==> src/rtl/demux_pkg.sv <==
// Shared types and sizing helpers for the 1-to-4 byte-stream demultiplexer.
package demux_pkg;

    localparam int NUM_CH = 4;

    typedef logic [1:0] ch_sel_t;

    // One extra pointer bit distinguishes full from empty when the low bits match.
    function automatic int ptr_w(input int depth);
        return $clog2(depth) + 1;
    endfunction

    localparam int PTR_W = ptr_w(2);

endpackage

==> src/rtl/demux_chan_fifo.sv <==
// Single-channel synchronous FIFO; head reads as zero whenever the FIFO is empty.
module demux_chan_fifo
    import demux_pkg::*;
#(
    parameter int WIDTH = 8,
    parameter int DEPTH = 2
) (
    input  logic             i_clk,
    input  logic             i_reset,
    input  logic             i_push,
    input  logic [WIDTH-1:0] i_data,
    input  logic             i_pop,
    output logic [WIDTH-1:0] o_data,
    output logic             o_full,
    output logic             o_empty
);

    localparam int PW = ptr_w(DEPTH);
    localparam int AW = PW - 1;

    logic [PW-1:0]    r_wr_ptr;
    logic [PW-1:0]    r_rd_ptr;
    logic [WIDTH-1:0] r_mem [DEPTH];
    logic             w_full;
    logic             w_empty;
    logic             w_do_push;
    logic             w_do_pop;

    assign w_full    = (r_wr_ptr[PW-1] != r_rd_ptr[PW-1]) &&
                       (r_wr_ptr[AW-1:0] == r_rd_ptr[AW-1:0]);
    assign w_empty   = (r_wr_ptr == r_rd_ptr);
    assign w_do_push = i_push && !w_full;
    assign w_do_pop  = i_pop && !w_empty;

    // Pointers wrap naturally modulo 2*DEPTH through their own width.
    always_ff @(posedge i_clk or posedge i_reset) begin
        if (i_reset) begin
            r_wr_ptr <= '0;
            r_rd_ptr <= '0;
        end else begin
            if (w_do_push) r_wr_ptr <= r_wr_ptr + PW'(1);
            if (w_do_pop)  r_rd_ptr <= r_rd_ptr + PW'(1);
        end
    end

    always_ff @(posedge i_clk) begin
        if (w_do_push) r_mem[r_wr_ptr[AW-1:0]] <= i_data;
    end

    assign o_data  = w_empty ? '0 : r_mem[r_rd_ptr[AW-1:0]];
    assign o_full  = w_full;
    assign o_empty = w_empty;

endmodule

==> src/rtl/demux4_8_stream.sv <==
// 1-to-4 byte-stream demultiplexer: select decode, ready mux and four channel FIFOs.
module demux4_8_stream
    import demux_pkg::*;
#(
    parameter int WIDTH = 8,
    parameter int DEPTH = 2
) (
    input  logic                         i_clk,
    input  logic                         i_reset,
    input  logic [WIDTH-1:0]             i_in_data,
    input  logic [1:0]                   i_in_sel,
    input  logic                         i_in_valid,
    output logic                         o_in_ready,
    output logic [NUM_CH-1:0][WIDTH-1:0] o_out_data,
    output logic [NUM_CH-1:0]            o_out_valid,
    input  logic [NUM_CH-1:0]            i_out_ready,
    output logic [NUM_CH-1:0]            o_ch_full,
    output logic [NUM_CH-1:0]            o_ch_empty
);

    logic [NUM_CH-1:0] w_full;
    logic [NUM_CH-1:0] w_empty;
    logic [NUM_CH-1:0] w_push;
    logic              w_accept;

    // Ready looks only at registered full flags, never at the consumers.
    assign o_in_ready = !i_reset && !w_full[i_in_sel];
    assign w_accept   = i_in_valid && o_in_ready;

    for (genvar g = 0; g < NUM_CH; g++) begin : g_ch
        assign w_push[g] = w_accept && (i_in_sel == ch_sel_t'(g));

        demux_chan_fifo #(
            .WIDTH (WIDTH),
            .DEPTH (DEPTH)
        ) u_fifo (
            .i_clk   (i_clk),
            .i_reset (i_reset),
            .i_push  (w_push[g]),
            .i_data  (i_in_data),
            .i_pop   (i_out_ready[g]),
            .o_data  (o_out_data[g]),
            .o_full  (w_full[g]),
            .o_empty (w_empty[g])
        );
    end

    assign o_out_valid = ~w_empty;
    assign o_ch_full   = w_full;
    assign o_ch_empty  = w_empty;

endmodule

==> config.mk <==
export PLATFORM = sky130hd
export DESIGN_NAME = demux4_8_stream
export DESIGN_NICKNAME = d
export VERILOG_FILES = /design/src/rtl/demux_pkg.sv /design/src/rtl/demux_chan_fifo.sv /design/src/rtl/demux4_8_stream.sv
export SDC_FILE = /design/constraint.sdc
export NUM_CORES = 1
export LEC_CHECK = 0
export BUFFER_PORTS_ARGS = -buffer_cell sky130_fd_sc_hd__buf_2
export CAP_MARGIN = 30
export CORE_ASPECT_RATIO = 0.6
export CORE_MARGIN = 5
export CORE_UTILIZATION = 45
export DETAILED_ROUTE_END_ITERATION = 10
export PLACE_DENSITY = 0.77
export SLEW_MARGIN = 20
export SYNTH_ARGS = -nofsm -noshare
export SYNTH_HDL_FRONTEND = slang
export SYNTH_SLANG_ARGS = --single-unit
export TNS_END_PERCENT = 5
==> constraint.sdc <==
create_clock -name i_clk -period 4.5 [get_ports i_clk]
set_clock_uncertainty 0.15 [all_clocks]
set_input_delay 0.45 -clock i_clk [delete_from_list [all_inputs] [get_ports i_clk]]
set_output_delay 0.45 -clock i_clk [all_outputs]
set_load 0.005 [all_outputs]
* Word-level counts from Yosys, hierarchy flattened
Memories as Yosys holds them, arrays and structs flattened.
Index checks and enable logic that the tools add are counted.
** Word-level totals
- Bits in latches :: 0
- Memory bits (read-only) :: 0
- Memories :: 4
- Output and inout port bits :: 45
- Bits in writable memories :: 64
- Register bits after elaboration :: 16
** Cells by class
- Equal/unequal tests :: 15
- Reductions and logical operators :: 29
- Bitwise logic cells :: 1
- $lt $le $gt $ge :: 1
- Shifts and indexed selects :: 0
- Add/subtract/negate cells :: 8
- Multiplexer cells :: 14
- Multiply operators :: 0
- Div/mod/pow operators :: 0
** Memory list
- g_ch[0].u_fifo.r_mem :: words 2, bits a word 8, read ports 1, clocked after Yosys merged registers in 0, wr ports 1, RTL line demux_chan_fifo.sv:23 : logic [WIDTH-1:0] r_mem [DEPTH];
- g_ch[1].u_fifo.r_mem :: words 2, bits a word 8, read ports 1, clocked after Yosys merged registers in 0, wr ports 1, RTL line demux_chan_fifo.sv:23
- g_ch[2].u_fifo.r_mem :: words 2, bits a word 8, read ports 1, clocked after Yosys merged registers in 0, wr ports 1, RTL line demux_chan_fifo.sv:23
- g_ch[3].u_fifo.r_mem :: words 2, bits a word 8, read ports 1, clocked after Yosys merged registers in 0, wr ports 1, RTL line demux_chan_fifo.sv:23
** Operator list (count)
- $mux 8 :: 4
- $logic_and 1x1->1 :: 18
- $add 2x1->2 const B :: 8
- $logic_not 1->1 :: 10
- $mux 1 :: 9
- $eq 2x2->1 :: 4
- $eq 1x1->1 :: 4
- $eq 2x2->1 const B :: 2
- $ne 1x1->1 :: 4
- $not 4->4 :: 1
- $lt 2x3->1 const B :: 1
- $bmux 1 s2 :: 1
- $eq 2x1->1 const B :: 1
- $logic_not 2->1 :: 1

* Depth between registers and ports, before layout
Gate-level depths: netlist (run 1).
- Depth in word-level cells :: 11
- Gate-level depth with buffers :: 4
- Mapped depth without buffers :: 4

* Cells and area by module
From an unflattened synthesis (run 1), not the netlist that was laid out.
** Unflattened totals
- Cell total of the unflattened synthesis :: 252
- Area total of the unflattened synthesis :: 3500.9 µm²
** Modules (own cells, without submodules)
- demux_chan_fifo :: area each 854.6 µm², cells each 60, times used 4
- demux4_8_stream :: area each 82.6 µm², cells each 12, times used 1

* Worst setup path before layout (run 1)
Ideal clock, no wire load.
- Path type :: input-to-reg
- Start point :: input port i_reset
- End point :: memory g_ch[3].u_fifo.r_mem[0][0] (enable)
- Cell stages on the path :: 3
- Arrival time :: 1.958 ns
- Setup slack :: 1.997 ns
- Required time :: 3.955 ns
- Buffers on the path :: 0
- Cells stage by stage :: inv_1 nand2_1 nor4_1
** Between the ends
- Word-level cells in the longest chain between the ends :: 7
** RTL lines
- start: declaration :: RTL line demux4_8_stream.sv:9 : input logic i_reset,
- $logic_not 1->1 (no line)
- $logic_and 1x1->1 :: RTL line demux4_8_stream.sv:27 : assign o_in_ready = !i_reset && !w_full[i_in_sel];
- $logic_and 1x1->1 :: RTL line demux4_8_stream.sv:28 : assign w_accept = i_in_valid && o_in_ready;
- $logic_and 1x1->1 :: RTL line demux4_8_stream.sv:31 : assign w_push[g] = w_accept && (i_in_sel == ch_sel_t'(g));
- $logic_and 1x1->1 :: RTL line demux_chan_fifo.sv:32 : assign w_do_push = i_push && !w_full;
- $mux 1 :: RTL line demux_chan_fifo.sv:47 : if (w_do_push) r_mem[r_wr_ptr[AW-1:0]] <= i_data;
- $mux 1 (not written as such) :: RTL line demux_chan_fifo.sv:47
- end: declaration :: RTL line demux_chan_fifo.sv:23
No other way between the ends.

==> metrics.txt, run 1 <==
Logic pwr share 0.360; fraction of the cycle the final worst path needs 0.555; Starting DRT DRC Count 97; IO Pins 62; Final nets 308; CP delay by family, top flip-flops; post-synthesis average cell area 14.4 um^2; Fin Setup TNS 0 ns; largest net degree at the start of global routing 19; design internal power 1.95 mW; total wire length 6.65 mm; # DRC 0; Max Clk Rate 0.400 GHz; Die ar. between 9000 and 10000 um^2; data arrival time of the worst path 1.90 ns; Max rail drop VDD 0.434 mV; H-tree Lvls 3; Slew HR 0.506; row count 24; Area Overhead vs Synth 20.7%; overall power 2.93 mW; Fill cells 601; Synth Net Count around 250; Placer Congestion 0.756; Critical Path Start Type register; Worst-Margin Slew 0.738 ns; unrepaired setup endpoints after global routing false; sequential area share after synthesis 0.701; worst skew pair latency 0.33 ns; number of library cell types mapped by synthesis 23; WP data required 3.90 ns; Clk pwr share 0.276; Tot GR Track Use 0.151; CP startpoint g_ch[3].u_fifo.r_rd_ptr[0]; hold crit path type input port to asynchronous set/reset pin; First-pass DRT Iterations 4; total gr overflow 0; leading cell type in the layout, fill and taps excluded edfxtp_1; clk buf depth 2; post-cts hold buffer count 0; number of max-cap violations 0; Root Buffer clkbuf_16; worst path bufs/invs 2; vias in the first global route between 1500 and 2000; Netlist Area Pre-Place between 3000 and 4000 um^2; RR Startpoint g_ch[0].u_fifo.r_rd_ptr[0]; Hold Violations, Final 0; Crit. End Element output pin; first-pass GRT wire length a little over 10 mm; commonest cells after routing, fill and taps aside edfxtp_1 (64), buf_2 (61), nor2_1 (36); Pleak 1.67 nW; die width 121 um; n_diodes 0; sw frac 0.336; layout cells sized above 1 0.280; clk sinks 80; Max Transition Viols Final 0; CTS tree built; Syn. warnings 0; initial core utilization 0.460; outcome complete, no violations; Detail Placement HPWL 4.59 mm; initial antenna violation count 0; Crit Path Class register to output pin; Setup-failing EPs final 0; total core area 7210 um^2; Pwr per Cell Area 732 nW/um^2; Post-CTS Setup Bufs 0; Seq pwr share 0.365; crit path time final 2.50 ns; CP max FO 11; IO Port Bufs 61; Worst-path clk slew 0.06 ns; Max stage delay on crit path 0.70 ns; Inserted Clock Buffers 9; Via density 4.91; Routed Antenna Nets 0; via count 1900; WL per Instance 17.2 um; die height ~76 um; number of synthesized register bits 80; switching power ~980 uW; Slowest-stage cell, CP dfrtp_1; Mapped Cells 230; # resized after CTS 0; Critical Path, Cell by Cell xor2_1 > nand2b_2 > inv_2 > nor2_1 > buf_2
registers in the layout, indices dropped and copies added, names as in the netlist:
name,flops
g_ch.u_fifo.r_mem,64
g_ch.u_fifo.r_rd_ptr,8
g_ch.u_fifo.r_wr_ptr,8
Yosys cell counts (all sizes together):
master / count / area [um^2]
edfxtp: 64 / 1920
nor2: 37 / 141
mux2i: 32 / 320
xnor2: 21 / 184
dfrtp: 16 / 400
buf: 11 / 71.3
inv: 11 / 41.3
nand2: 10 / 37.5
nand3: 8 / 40.0
xor2: 4 / 35.0
nand2b: 3 / 21.3
nand4: 3 / 18.8
nor2b: 3 / 18.8
o31ai: 2 / 15.0
a211oi: 1 / 7.51
clkbuf: 1 / 3.75
nor3: 1 / 5.00
nor4: 1 / 6.26
nor4b: 1 / 23.8
through the flow:
| step | hold WS [ns] | setup slack [ns] | cell area (um^2) | cells | util |
|---|---|---|---|---|---|
| after floorplan | 0.230 | 2.00 | 3310 | 230 | - |
| after global placement | 0.331 | 2.01 | 3660 | 371 | 0.509 |
| after detailed placement | 0.328 | 1.92 | 3660 | 371 | 0.509 |
| after CTS | 0.103 | 1.96 | 4000 | 387 | 0.555 |
| after global routing | 0.151 | 1.85 | 4000 | 387 | 0.555 |
| final | 0.0912 | 2.00 | 4000 | 387 | 0.555 |
per-layer routing:
metal | vias up | GRT usage | wire, um
li1 | 927 | - | -
met1 | 904 | 0.219 | 3280
met2 | 64 | 0.212 | 2830
met3 | 5 | 0.0593 | 498
met4 | 0 | 0.0407 | 47
met5 | - | 0 | 0
cell type report:
type	count	area [um^2]	area share
inverter	11	41.3	0.0103
timing repair buffer	62	313	0.0782
clock inverter	7	110	0.0275
multi-input combinational	127	875	0.219
tap	91	114	0.0285
clock buffer	9	225	0.0563
sequential	80	2320	0.581
worst paths after layout:
check / endpoint / slack (ns) / cells after the start
max: o_out_data[27] / 2.00 / 5
min: g_ch[3].u_fifo.r_wr_ptr[0] / 0.09 / 2
max reg2reg: g_ch[0].u_fifo.r_mem[0][1] / 2.15 / 4
min reg2reg: g_ch[3].u_fifo.r_wr_ptr[1] / 0.34 / 1
max in group asynchronous: g_ch[1].u_fifo.r_wr_ptr[0] / 3.65 / 2
min in group i_clk: g_ch[3].u_fifo.r_rd_ptr[0] / 0.23 / 3
logic make-up after synthesis:
group                  after synthesis  synth area share
flip-flops                          80             0.701
buffers and inverters               23            0.0351
AO/OA/AOI/OAI                        3           0.00680
multiplexers                        32            0.0967
XOR/XNOR                            25            0.0661
AND/OR/NAND/NOR                     67            0.0944
power groups by stage:
stage	combinational (mW)	clock, mW	sequential [mW]
after global placement	1.05	0	1.08
after detailed placement	1.07	0	1.08
after floorplan	0.803	0	0.985
after global routing	1.17	0.850	1.09
after CTS	1.08	0.827	1.07
final	1.05	0.807	1.07
worst register-to-register path, stage by stage (launching register included):
cell      delay (ns)
dfrtp_1         0.71
xnor2_1         0.19
nand2b_1        0.19
nand3_1         0.13
nor2_1          0.61
Note: power is estimated with default switching activity, not from simulation.
==> run 2: changes to the inputs <==
Settings changed: ABC_AREA set to 1, PLACE_DENSITY 0.77 to 0.79.
Clock period 4.5 ns to 2.25 ns, I/O delays scaled along.
==> run 2 against run 1 <==
First-iteration DRC count up 97%. Register-to-register slack worse by 2.0 ns. Sequential share of layout area down 3.7 points. Non-clock buffer count up 13. Design area up 6.9%. Critical path depth up 2. Power up 92%. Largest cell class unchanged. Highest routed layer unchanged.
==> metrics.txt, run 2 <==
Routed Antenna Nets 0 (unchanged); Starting DRT DRC Count 191 (+97%); Max Clk Rate between 0.4 and 0.5 GHz; total wire length 8.05 mm (+21%); die height 78.7 um (+2.9%); Critical Path Start Type register; Critical Path, Cell by Cell inv_2 > nand2_1 > nand2_1 > nand2_2 > clkinvlp_4 > a21oi_1 > buf_2; Pwr per Cell Area 1320 nW/um^2 (+80%); Hold Violations, Final 0 (unchanged); worst skew pair latency 0.34 ns (about the same); WL per Instance 15.7 um (-8.5%); Detail Placement HPWL 5.81 mm (+27%); post-synthesis average cell area 10.9 um^2 (-24%); fraction of the cycle the final worst path needs 0.916; first-pass GRT wire length 12.6 mm (+24%); Placer Congestion 0.819 (+8.4%); crit path time final between 2 and 2.5 ns; Synth Net Count 342 (+38%); Commonest cells post-synth nand2_1 (111), edfxtp_1 (64), a21oi_1 (39); final hold slack 0.0292 ns (-0.0620 ns); Final nets 416 (+35%); Max Transition Viols Final 0 (unchanged); row count 25 (+4.2%); Worst-path clk slew 0.05 ns (about the same); overall power 5.63 mW (+92%); Setup-failing EPs final 0 (unchanged); Die ar. 9790 um^2 (+6.0%); sequential area share after synthesis 0.657 (-0.0444); max reg flops 64 (unchanged); area leader, netlist edfxtp_1; reg-to-reg setup timing slack 0.20 ns (-1.95 ns); most frequent CP cell nand2_1; Syn. warnings 0 (unchanged); H-tree Lvls 3 (unchanged); Mapped Cells 325 (+41%); Crit Path Class register to output pin; largest net degree at the start of global routing 13 (-6); die width 124 um (+3.0%); First-pass DRT Iterations 4 (unchanged); Pleak 1.92 nW (+15%); Fin Setup TNS 0 ns (unchanged); CP max FO 5 (-6); number of max-cap violations 0 (unchanged); hold crit path type input port to register; Fill cells 704 (+17%); Via density 4.88 (-0.70%); clk buf depth 2 (unchanged); xor/xnor share of the synthesized area 0.0198 (-0.0463); IO Port Bufs 61 (unchanged); Synth Area in Adders 0 (unchanged); Slowest-stage cell, CP dfrtp_1; Root Buffer clkbuf_16; outcome complete, no violations; Inserted Clock Buffers 9 (unchanged); layout cells sized above 1 0.295 (+0.0141); largest family of logic cells by synthesized area simple AND/OR/NAND/NOR gates; number of synthesized register bits 80 (unchanged); count leader, synth nand2_1; CTS tree built; total gr overflow 0 (unchanged); IO Pins 62 (unchanged); top cells by area, synth edfxtp_1 (54%), nand2_1 (12%), dfrtp_1 (11%), a21oi_1 (5.5%), inv_1 (2.1%); mux share of post-synthesis cell area 0 (-0.0967); vias in the first global route 2493 (+32%); data arrival time of the worst path 1.69 ns (-0.21 ns); n_diodes 0 (unchanged); leading cell type in the layout, fill and taps excluded nand2_1; Area Overhead vs Synth 20.8% (about the same); Crit. End Element output pin; Netlist Area Pre-Place 3540 um^2 (+6.8%); initial antenna violation count 0 (unchanged); Max stage delay on crit path 0.42 ns (-0.28 ns); post-synthesis async set-or-reset flop share 0.200 (unchanged); total core area 7760 um^2 (+7.6%); simple-gate share of the synthesized area 0.200 (+0.105); Top FF cell, synth edfxtp_1; Slew HR 0.744 (+0.237); WP data required 1.88 ns (-2.02 ns); via count 2496 (+31%); number of library cell types mapped by synthesis 22 (-4.3%); Synth Area in Compound Gates 0.0552 (+0.0484); top-area cell type share of the netlist area 0.543 (-0.0367); commonest cells after routing, fill and taps aside nand2_1 (110), edfxtp_1 (64), buf_2 (61); Tot GR Track Use 0.172 (+0.0202); clk sinks 80 (unchanged); unrepaired setup endpoints after global routing false; Worst-Margin Slew 0.384 ns (-0.354 ns); initial core utilization 0.456 (-0.00375); EDFF count, synth 64 (unchanged); # DRC 0 (unchanged); Max rail drop VDD 0.671 mV (+54%)
-- run 2: cell count changes after synthesis, sizes merged, moves of 4 or more --
cell | previous run | this run
nand2 | 10 | 117
nor2 | 37 | 16
a21oi | 0 | 39
nand4 | 3 | 12
mux2i | 32 | 0
xnor2 | 21 | 0
xor2 | 4 | 8
inv | 11 | 34
-- run 2: final timing paths --
| check | from | end | cells after the start |
|---|---|---|---|
| min in group asynchronous | i_reset | g_ch[3].u_fifo.r_wr_ptr[0] | 3 |
| max in group asynchronous | i_reset | g_ch[2].u_fifo.r_rd_ptr[1] | 4 |
| min reg2reg | g_ch[0].u_fifo.r_rd_ptr[1] | g_ch[0].u_fifo.r_rd_ptr[1] | 1 |
| min | i_out_ready[2] | g_ch[2].u_fifo.r_rd_ptr[0] | 3 |
| max | g_ch[1].u_fifo.r_wr_ptr[0] | o_out_data[12] | 7 |
| max reg2reg | g_ch[0].u_fifo.r_rd_ptr[0] | g_ch[0].u_fifo.r_mem[0][0] | 8 |
-- run 2: routing by layer --
layer	global-route usage	up-vias	part of all wire
li1	-	1220	-
met1	0.219	1182	0.45
met2	0.274	83	0.45
met3	0.0741	11	0.090
met4	0.0361	0	0.0082
met5	0	-	0
-- run 2: repair_timing --
item | 4_1_cts | 5_1_grt
endpoints found under the hold margin | 7 | 0
hold buffers | 4 | 0
setup endpoints to repair | 0 | 3
buffers inserted | 0 | 0
resized for setup | 0 | 2
-- run 2: worst max-delay path, delay by kind of cell, from the launching register on --
kind	cells	cell delay (ns)
compound gates	1	0.21
buf+inv	3	0.39
simple gates	3	0.34
flops	1	0.42
-- run 2: cell families after synthesis --
logic type,count (synthesis)
and+or+nand+nor,150
AOI/OAI and AO/OA,39
DFF,80
xor gates and xnor gates,8
buffers and inverters,48
-- run 2: through the flow --
step                cells  instance area (um^2)  setup WS, ns  utilization
global placement      491                  3940         0.240        0.508
detailed placement    491                  3940         0.190        0.508
CTS                   511                  4260        0.0798        0.550
floorplan             325                  3540         0.259            -
global route          512                  4270        0.0100        0.551
finish                512                  4270         0.190        0.551
-- run 2: cell type report --
type	instances	area, um^2	area share
timing repair inverter	1	5.00	0.00117
timing repair buffer	75	420	0.0984
sequential	80	2320	0.543
inverter	35	138	0.0322
clock buffer	11	233	0.0544
clock inverter	5	47.5	0.0111
multi-input combinational	197	973	0.228
tap	108	135	0.0316
-- run 2: report_power, final --
group	switching [mW]	internal, mW	total, mW
registers	0.245	1.80	2.04
clock network	0.536	0.847	1.38
logic	1.34	0.861	2.20
total	2.12	3.51	5.63
==> run 3: changes to the inputs <==
Settings changed: CORE_ASPECT_RATIO 0.6 to 0.8, CORE_UTILIZATION 45 to 50, PLACE_DENSITY 0.79 to 0.85.
==> run 3 against run 2 <==
Critical endpoint is now g_ch[0].u_fifo.r_mem[0][7]. Setup slack got worse by 0.014 ns. Count of clock-buffer cells in the layout did not move. Power fell by 4.9%. Maximum frequency fell by 0.68%. Cell count fell by 3.9%. Register-to-register slack got worse by 0.02 ns. Largest power group unchanged. Critical path depth did not move. Non-clock buffer count rose by 1. Sequential share of layout area rose by 1.1 points. Flip-flop and latch count did not move. Die area fell by 9.4%. Via count rose by 1.1%.
==> metrics.txt, run 3 (synthesized netlist as in run 2, its figures left out) <==
outcome complete, no violations; gr busiest metal met2; first-pass GRT wire length 12.4 mm (-1.9%); Die ar. 8870 um^2 (-9.4%); sw frac 0.386 (+0.00886); CTS tree built; initial core utilization 0.513 (+0.0573); commonest cells after routing, fill and taps aside nand2_1 (110), edfxtp_1 (64), buf_2 (61); Root Buffer clkbuf_8; Max Clk Rate 0.482 GHz (-0.68%); row count 27 (+8.0%); fraction of the cycle the final worst path needs 0.922 (+0.00627); Hold Violations, Final 0 (unchanged); IO Pins 62 (unchanged); clk buf depth 2 (unchanged); total core area 6890 um^2 (-11%); Critical Path, Cell by Cell dlygate4sd3_1 > buf_2 > inv_1 > nand3_4 > nor2_8 > nand4_1 > inv_1; data arrival time of the worst path 1.94 ns (+0.25 ns); n_diodes 0 (unchanged); Clk pwr share 0.210 (-0.036); final hold slack 0.0654 ns (+0.0362 ns); switching power 2.07 mW (-2.7%); largest net degree at the start of global routing 14 (+1); Worst-path clk slew 0.08 ns (+0.03 ns); Crit. End Element register; total gr overflow 0 (unchanged); total wire length 7.67 mm (-4.8%); H-tree Lvls 3 (unchanged); Crit Path Class input port to register; Worst-Margin Slew 0.439 ns (+0.0555 ns); pre-CTS setup slack 0.165 ns (-0.0249 ns); WL per Instance 15.6 um (-0.90%); unrepaired setup endpoints after global routing false; Max stage delay on crit path 0.53 ns (+0.11 ns); worst setup margin 0.176 ns (-0.0141 ns); Final Non-Filler Cells 492 (-3.9%); Starting DRT DRC Count 176 (-7.9%); CP max FO 9 (+4); Slowest-stage cell, CP dlygate4sd3_1; met1 usage 0.226 (+0.00667); via count 2524 (+1.1%); Max rail drop VDD 0.653 mV (-2.6%); Max Transition Viols Final 0 (unchanged); Final nets 417 (+0.24%); leading cell type in the layout, fill and taps excluded nand2_1; Routed Antenna Nets 0 (unchanged); Detail Placement HPWL 5.44 mm (-6.3%); M3 GR Usage 0.0555 (-0.0186); layout cells sized above 1 0.304 (+0.00915); Fin Setup TNS 0 ns (unchanged); max reg flops 64 (unchanged); worst skew pair latency 0.35 ns (about the same); Setup-failing EPs final 0 (unchanged); Via density 5.13 (+5.2%); Pwr per Cell Area 1280 nW/um^2 (-3.1%); worst path bufs/invs 4 (+1); initial antenna violation count 0 (unchanged); Slew HR 0.707 (-0.0371); Tot GR Track Use 0.181 (+0.00923); WP data required 2.12 ns (+0.24 ns); die width 104 um (-16%); First-pass DRT Iterations 4 (unchanged); placed cell count 469 (-4.5%); Area Overhead vs Synth 18.5%; Critical Path Start Type input port; CP delay by family, top buffers and inverters; Logic pwr share 0.409 (+0.018); GRT met2 Usage 0.299 (+0.0249); hold crit path type input port to register; Pleak 1.89 nW (-1.7%); die height 85.2 um (+8.3%); vias in the first global route 2591 (+3.9%); Final Util 0.608 (+0.0574); Inserted Clock Buffers 9 (unchanged); overall power 5.36 mW (-4.9%); fin area 4190 um^2 (-1.9%); number of max-cap violations 0 (unchanged); design internal power 3.29 mW (-6.3%); crit path time final 2.07 ns (+0.0141 ns); IO Port Bufs 61 (unchanged); Seq pwr share 0.381 (+0.018); # DRC 0 (unchanged); Area after DPL 3910 um^2 (-0.86%); most frequent CP cell inv_1; clk sinks 80 (unchanged); Placer Congestion 0.860 (+5.0%)
==> run 3: cell types whose count changed in the layout (fill, tap and decap cells not counted) <==
cell           before  now
clkbuf_16           9    0
dlygate4sd3_1       4    5
clkinv_1            2    0
clkbuf_8            0    9
dfrtp_1            16   14
bufinv_16           1    2
clkinv_2            2    1
clkinv_4            0    1
clkinvlp_4          1    2
dfrtp_2             0    2
==> run 3: timing repair <==
action / 4_1_cts / 5_1_grt
hold buffers: 5 / 0
endpoints found under the hold margin: 9 / 0
setup endpoints to repair: 8 / 11
cloned: 0 / 1
setup buffers: 0 / 1
resized for setup: 1 / 3
==> run 3: cell type report <==
class | instances | area, um^2
clock inverters | 5 | 81.3
repair buffers | 76 | 430
well taps | 87 | 109
flip-flops and latches | 80 | 2320
fillers | 575 | 2700
inverters | 35 | 138
repair inverters | 1 | 5.00
multi-input cells | 197 | 973
clock buffers | 11 | 131
==> run 3: power by group through the flow <==
stage	registers, mW	clock network, mW	logic, mW
floorplan	1.96	0	1.53
global placement	2.07	0	2.08
detailed placement	2.08	0	2.13
CTS	2.05	1.14	2.15
global route	2.08	1.23	2.49
finish	2.04	1.12	2.19
==> run 3: worst paths after layout <==
path / start / end / slack [ns] / cells after the start
setup / recovery: i_reset / g_ch[0].u_fifo.r_mem[0][7] / 0.18 / 7
hold / removal: i_in_data[6] / g_ch[3].u_fifo.r_mem[0][6] / 0.07 / 1
setup reg to reg: g_ch[3].u_fifo.r_rd_ptr[0] / g_ch[0].u_fifo.r_mem[0][7] / 0.18 / 8
hold reg to reg: g_ch[1].u_fifo.r_rd_ptr[1] / g_ch[1].u_fifo.r_rd_ptr[1] / 0.35 / 1
max in group asynchronous: i_reset / g_ch[0].u_fifo.r_rd_ptr[0] / 1.14 / 4
min in group asynchronous: i_reset / g_ch[0].u_fifo.r_wr_ptr[0] / 0.26 / 3
==> run 3: layer usage <==
| layer | vias up | share of wire | wire [um] |
|---|---|---|---|
| met5 | - | 0 | 0 |
| met4 | 0 | 0.020 | 152 |
| met3 | 14 | 0.082 | 627 |
| met2 | 91 | 0.48 | 3650 |
| met1 | 1198 | 0.42 | 3240 |
| li1 | 1221 | - | - |
